$ cat src/rtl/fifo_rd_prefetch.sv
// Read-side prefetch stage for the 8-entry FIFO memory.
// Issues read enables to the memory and captures the 1-cycle-latency read data
// into a small skid buffer. The buffered words are presented to the consumer as
// a first-word-fall-through valid/ready stream.
module fifo_rd_prefetch #(
    parameter int unsigned WIDTH      = 8,
    parameter int unsigned SKID_DEPTH = 4,
    parameter int unsigned LEVEL_W    = 4
) (
    input  logic                          clk,
    input  logic                          rst_i,
    input  logic                          flush_i,
    input  logic [LEVEL_W-1:0]            mem_level_i,
    input  logic [WIDTH-1:0]              mem_data_i,
    output logic                          rd_en_o,
    output logic [WIDTH-1:0]              data_o,
    output logic                          valid_o,
    input  logic                          ready_i,
    output logic [$clog2(SKID_DEPTH):0]   level_o
);

    localparam int unsigned PTR_W = $clog2(SKID_DEPTH);
    localparam int unsigned OCC_W = PTR_W + 1;
    localparam int unsigned SUM_W = OCC_W + 1;

    logic [WIDTH-1:0] r_buf [SKID_DEPTH];
    logic [PTR_W-1:0] r_head;
    logic [PTR_W-1:0] r_tail;
    logic [OCC_W-1:0] r_occ;
    logic             r_inflight;

    logic             w_push;
    logic             w_pop;
    logic [SUM_W-1:0] w_committed;
    logic             w_mem_avail;
    logic             w_room;

    // Read issue: only registered state and the memory level feed rd_en_o.
    // The inflight read is counted against both the memory level and the
    // buffer space, so a read can never pass the write pointer or overflow.
    always_comb begin
        w_committed = SUM_W'(r_occ) + SUM_W'(r_inflight);
        w_mem_avail = (mem_level_i > LEVEL_W'(r_inflight));
        w_room      = (w_committed < SUM_W'(SKID_DEPTH));
        rd_en_o     = !rst_i && !flush_i && w_mem_avail && w_room;
        w_push      = r_inflight;
        w_pop       = valid_o && ready_i;
    end

    // Pointer, occupancy and inflight bookkeeping; flush clears like reset.
    always_ff @(posedge clk) begin
        if (rst_i || flush_i) begin
            r_occ      <= '0;
            r_head     <= '0;
            r_tail     <= '0;
            r_inflight <= 1'b0;
        end else begin
            r_inflight <= rd_en_o;
            if (w_push) begin
                r_tail <= r_tail + PTR_W'(1);
            end
            if (w_pop) begin
                r_head <= r_head + PTR_W'(1);
            end
            r_occ <= r_occ + OCC_W'(w_push) - OCC_W'(w_pop);
        end
    end

    // Skid storage: capture returning memory data; a word landing during flush is dropped.
    always_ff @(posedge clk) begin
        if (rst_i) begin
            for (int i = 0; i < int'(SKID_DEPTH); i++) begin
                r_buf[i] <= '0;
            end
        end else if (w_push && !flush_i) begin
            r_buf[r_tail] <= mem_data_i;
        end
    end

    assign valid_o = (r_occ != '0);
    assign data_o  = r_buf[r_head];
    assign level_o = r_occ;

endmodule
$ cat config.mk
export PLATFORM = sky130hd
export DESIGN_NAME = fifo_rd_prefetch
export DESIGN_NICKNAME = d
export VERILOG_FILES = /design/src/rtl/fifo_rd_prefetch.sv
export SDC_FILE = /design/constraint.sdc
export NUM_CORES = 1
export LEC_CHECK = 0
export BUFFER_PORTS_ARGS = -buffer_cell sky130_fd_sc_hd__buf_2
export CORE_AREA = 2 2 76 64
export CTS_CLUSTER_DIAMETER = 40
export DETAILED_ROUTE_END_ITERATION = 8
export DIE_AREA = 0 0 78 66
export PLACE_DENSITY_LB_ADDON = 0.08
export SLEW_MARGIN = 10
export SYNTH_ARGS = -nofsm -noshare
export SYNTH_HDL_FRONTEND = slang
export SYNTH_SLANG_ARGS = --single-unit
export TNS_END_PERCENT = 20
$ cat constraint.sdc
create_clock -name clk -period 3.9 [get_ports clk]
set_input_delay 0.585 -clock clk [delete_from_list [all_inputs] [get_ports clk]]
set_output_delay 0.585 -clock clk [all_outputs]
set_load 0.005 [all_outputs]
; Word level (Yosys, flattened, before mapping)
; Memories as Yosys holds them, arrays and structs flattened. A register that Yosys moved wholly into a read port is not among the register bits.
; Cells that the tools add are included.
[totals]
memories = 1
regBits = 8
mem_bits_rw = 32
[classes]
n_mux = 10
magnitude_cmp = 2
add_sub_neg = 5
reduce_logical = 10
[mem_list]
columns = name, words, width, rd, rd_clocked_by_memory_dff, write_ports, line_no
row1 = r_buf, 4, 8, 1, 1, 4, 26  ; logic [WIDTH-1:0] r_buf [SKID_DEPTH];
[ops]
columns = cell, count
row1 = 8-bit two-way mux, 1
row2 = 8-bit OR reduction, 1
row3 = 1-bit two-way mux, 6
row4 = 2-bit two-way mux, 3
row5 = 1-bit logical AND, 5
row6 = "2-bit by 1-bit adder with 2-bit output, second input constant", 2
row7 = 3-bit by 1-bit adder with 4-bit output, 1
row8 = 4-bit by 1-bit > comparator with 1-bit output, 1
row9 = "4-bit by 3-bit less-than comparator with 1-bit output, second input constant", 1
row10 = 3-bit by 1-bit adder with 3-bit output, 1
row11 = 3-bit nonzero test, 1
row12 = 3-bit by 1-bit subtractor with 3-bit output, 1
row13 = 1-bit logical NOT, 2
row14 = 1-bit logical OR, 1

; Depth between registers and ports, before layout
[depth]
word_depth = 7
ltp_mapped = 8
ltp_nobuf = 8

; Least setup slack after synthesis
; Ideal clock, no wire load.
[synth_timing]
kind = in2reg
from = input ready_i
to = register r_occ[2] (netlist: level_o[2])
n_path_buf = 0
setup_slack_ps = 2057
required_ps = 3785
stages = 8
arrival_time_ps = 1728
path_cell_list = o31a_1 -> ha_1 -> inv_1 -> ha_1 -> inv_1 -> fa_1 -> xnor2_1 -> nor2_1
[synth_between]
elab_chain_cells = 2
[synth_lines]
columns = item, line_no
row1 = from (decl), 18  ; input logic ready_i,
row2 = 1-bit logical AND, 47  ; w_pop = valid_o && ready_i;
row3 = 3-bit by 1-bit subtractor with 3-bit output, 65  ; r_occ <= r_occ + OCC_W'(w_push) - OCC_W'(w_pop);
row4 = to (signal assigned), 65
row5 = to (decl), 29  ; logic [OCC_W-1:0] r_occ;
; No other way between the ends.
; A chain may end at the register's enable or synchronous reset.

==> results.py <==
metrics = {
    "die": {
        "die_x_um": 78,
        "io-pin-count": 29,
        "fp-row-count": 22,
        "core_um2": 4400,
        "dieHeight_um": 66,
        "die_area_um2": 5150,
        "initial_utilization_pct": 43.3,
    },
    "hold_path": {
        "hp-class": "reg2reg",
    },
    "worst_setup_path": {
        "critical_path.max_fanout": 8,
        "critPathLaunchType": "register",
        "crit_path_end_kind": "output port",
        "arrival_ps": 1720,
        "critical_path_class": "reg2out",
        "crit_required_ps": 3310,
    },
    "placement": {
        "place.gp.congestion": 0.688,
        "portBuffers": 28,
        "dpl.hpwl_um": 2570,
        "place_area_um2": 2100,
    },
    "route": {
        "remaining_drc_errors": 0,
        "ant_nets": 0,
        "via_count": 1090,
        "dr.first_iter.drc_count": 83,
        "drtPass1Iterations": 4,
        "vias_per_cell": 4.91,
        "wl_per_cell_um": 15.9,
        "wl_um": 3530,
    },
    "grt": {
        "grt_antenna_before_repair": 0,
        "grt_pass1_vias": 1124,
        "grt-ovfl-total": 0,
        "grt_pass1_wl_um": 5700,
        "grt_max_degree": 15,
        "grt.total_usage_pct": 15.4,
    },
    "clock_tree": {
        "cts_inserted_buffers": 5,
        "cts_hold_buf": 0,
        "post_cts_buffers": 0,
        "cts-resized-gates": 0,
        "h-tree-depth": 2,
        "path_clk_slew_ps": 80,
        "root_buffer": "clkbuf_8",
        "clock-sinks": 42,
        "cts_tree": "built",
        "cts_buffer_depth": 2,
        "clock_latency_ps": 290,
    },
    "yosys": {
        "syn-cell-area_um2": 1910,
        "synth_edf_count": 32,
        "synthArstFlopShare_pct": 0,
        "synthCells": 130,
        "synth_cell_types": 30,
        "synth_top_flop_cell": "edfxtp_1",
        "synth_nets": 151,
        "ys_seq_area_share_pct": 60.9,
        "syn_avg_cell_area_um2": 14.7,
        "synth_seq_cells": 42,
        "yosysWarningCount": 0,
    },
    "layout": {
        "layout-drive-gt1-share_pct": 30.9,
        "syn2layout_area_growth_pct": 15.9,
        "fin_nets": 182,
        "n_antenna_cell": 0,
        "final_area_um2": 2210,
    },
    "timing": {
        "drv_slew": 0,
        "fin_crit_ps": 2300,
        "finalSetupViolCount": 0,
        "whs_ps": 545,
        "skew_ps": 6.47,
        "rsz0062_at_grt": "false",
        "max_clock_freq_mhz": 434,
        "final.setup.tns_ps": 0,
        "hold_viol": 0,
        "timing.final.crit_share_pct": 59.1,
        "worstMarginPinSlew_ps": 932,
        "max_slew_margin_pct": 37.5,
    },
    "power_and_ir_drop": {
        "seq_power_share_pct": 57.1,
        "power.density_nw_per_um2": 404,
        "clock_power_share_pct": 35.5,
        "p_sw_share_pct": 22.1,
        "ir_drop_uv": 267,
        "p_sw_w": 0.000197,
        "intPower_w": 0.000695,
        "combPwrFrac_pct": 7.3,
        "leakage_nw": 0.885,
    },
    "job": {
        "max-cap-violations": 0,
    },
    "outcome": {
        "status": "completed",
    },
}
## power groups by stage
stage	clock network, W	registers, W	logic [W]
after floorplan	0	0.000514	0.0000426
after global placement	0	0.000520	0.0000663
after detailed placement	0	0.000521	0.0000671
after CTS	0.000325	0.000511	0.0000673
after global routing	0.000343	0.000513	0.0000732
final	0.000317	0.000510	0.0000655
## logic make-up (layout without fill, tap and decap cells)
group / Yosys count / count (layout) / share of synthesized area, %
simple gates: 55 / 55 / 19.0
compound gates: 4 / 4 / 1.71
buf+inv: 10 / 42 / 2.43
fa+ha+maj: 5 / 5 / 3.67
flops: 42 / 42 / 60.9
mux: 9 / 9 / 9.97
xor+xnor: 5 / 5 / 2.30
## layer usage
metal	GRT usage, %	up-vias	routed length, µm
met4	3.95	0	19
met5	0	-	0
met2	26.0	19	1680
met1	20.0	529	1710
li1	-	538	-
met3	4.10	4	118
## flip-flops by register name, indices dropped and copies added, names as in the netlist, named ones only
signal,flops
level_o,3
r_buf,32
r_inflight,1
r_tail,2
r_head,2
## worst paths after layout
check	slack, ps	from	end	cells after the start
hold / removal	540	r_head[1]$_SDFFE_PN0P_	r_head[1]$_SDFFE_PN0P_	2
hold reg to reg	540	r_head[1]$_SDFFE_PN0P_	r_head[1]$_SDFFE_PN0P_	2
setup / recovery	1600	register	data_o[6]	2
setup reg to reg	1730	r_inflight$_SDFF_PN0_	r_buf[0][7]$_SDFFCE_PN0P_	3
## cells in the mapped netlist (all sizes together) (3+ instances only)
cell type,count,area [µm²]
or2,4,27.5
mux4,8,180
buf,3,20.0
and3,8,50.1
ha,4,50.1
nor3,3,26.3
nor4,3,48.8
xnor2,4,35.0
and2,25,156
edfxtp,32,961
inv,6,22.5
nor2,9,33.8
dfxtp,10,200
## final cells by class
cell class                      instances  area, µm²
Tap cell                               60       75.1
Clock buffer                            6       93.8
Multi-Input combinational cell         78        704
Clock inverter                          2       13.8
Fill cell                             419       2190
Inverter                                6       22.5
Timing Repair Buffer                   28        140
Sequential cell                        42       1160
## critical path, stage by stage (launching register included)
cell	delay, ps
dfxtp_1	700
mux4_2	590
buf_2	140
## cell usage in the layout, fill, tap and decap left out, drive strengths merged
cell type  count
buf           28
and3           8
o31a           1
dfxtp         10
and2          25
edfxtp        32
o311ai         1
clkbuf         6
mux2i          1
inv            7
nor3           3
nand2          1
fa             1
o31ai          1
nor4           3
or3            1
or2            4
ha             4
and4b          1
clkinv         1
mux4           8
xnor2          4
nor2           9
xor2           1
o211ai         1
## stage by stage
stage	util [%]	total power, W	setup slack (ps)	std cells
global route	50.2	0.000929	1480	222
global placement	47.8	0.000586	1660	214
detailed placement	47.8	0.000588	1610	214
finish	50.2	0.000893	1600	222
floorplan	-	0.000556	2060	130
CTS	50.2	0.000903	1540	222
(Power assumes the default switching activity.)
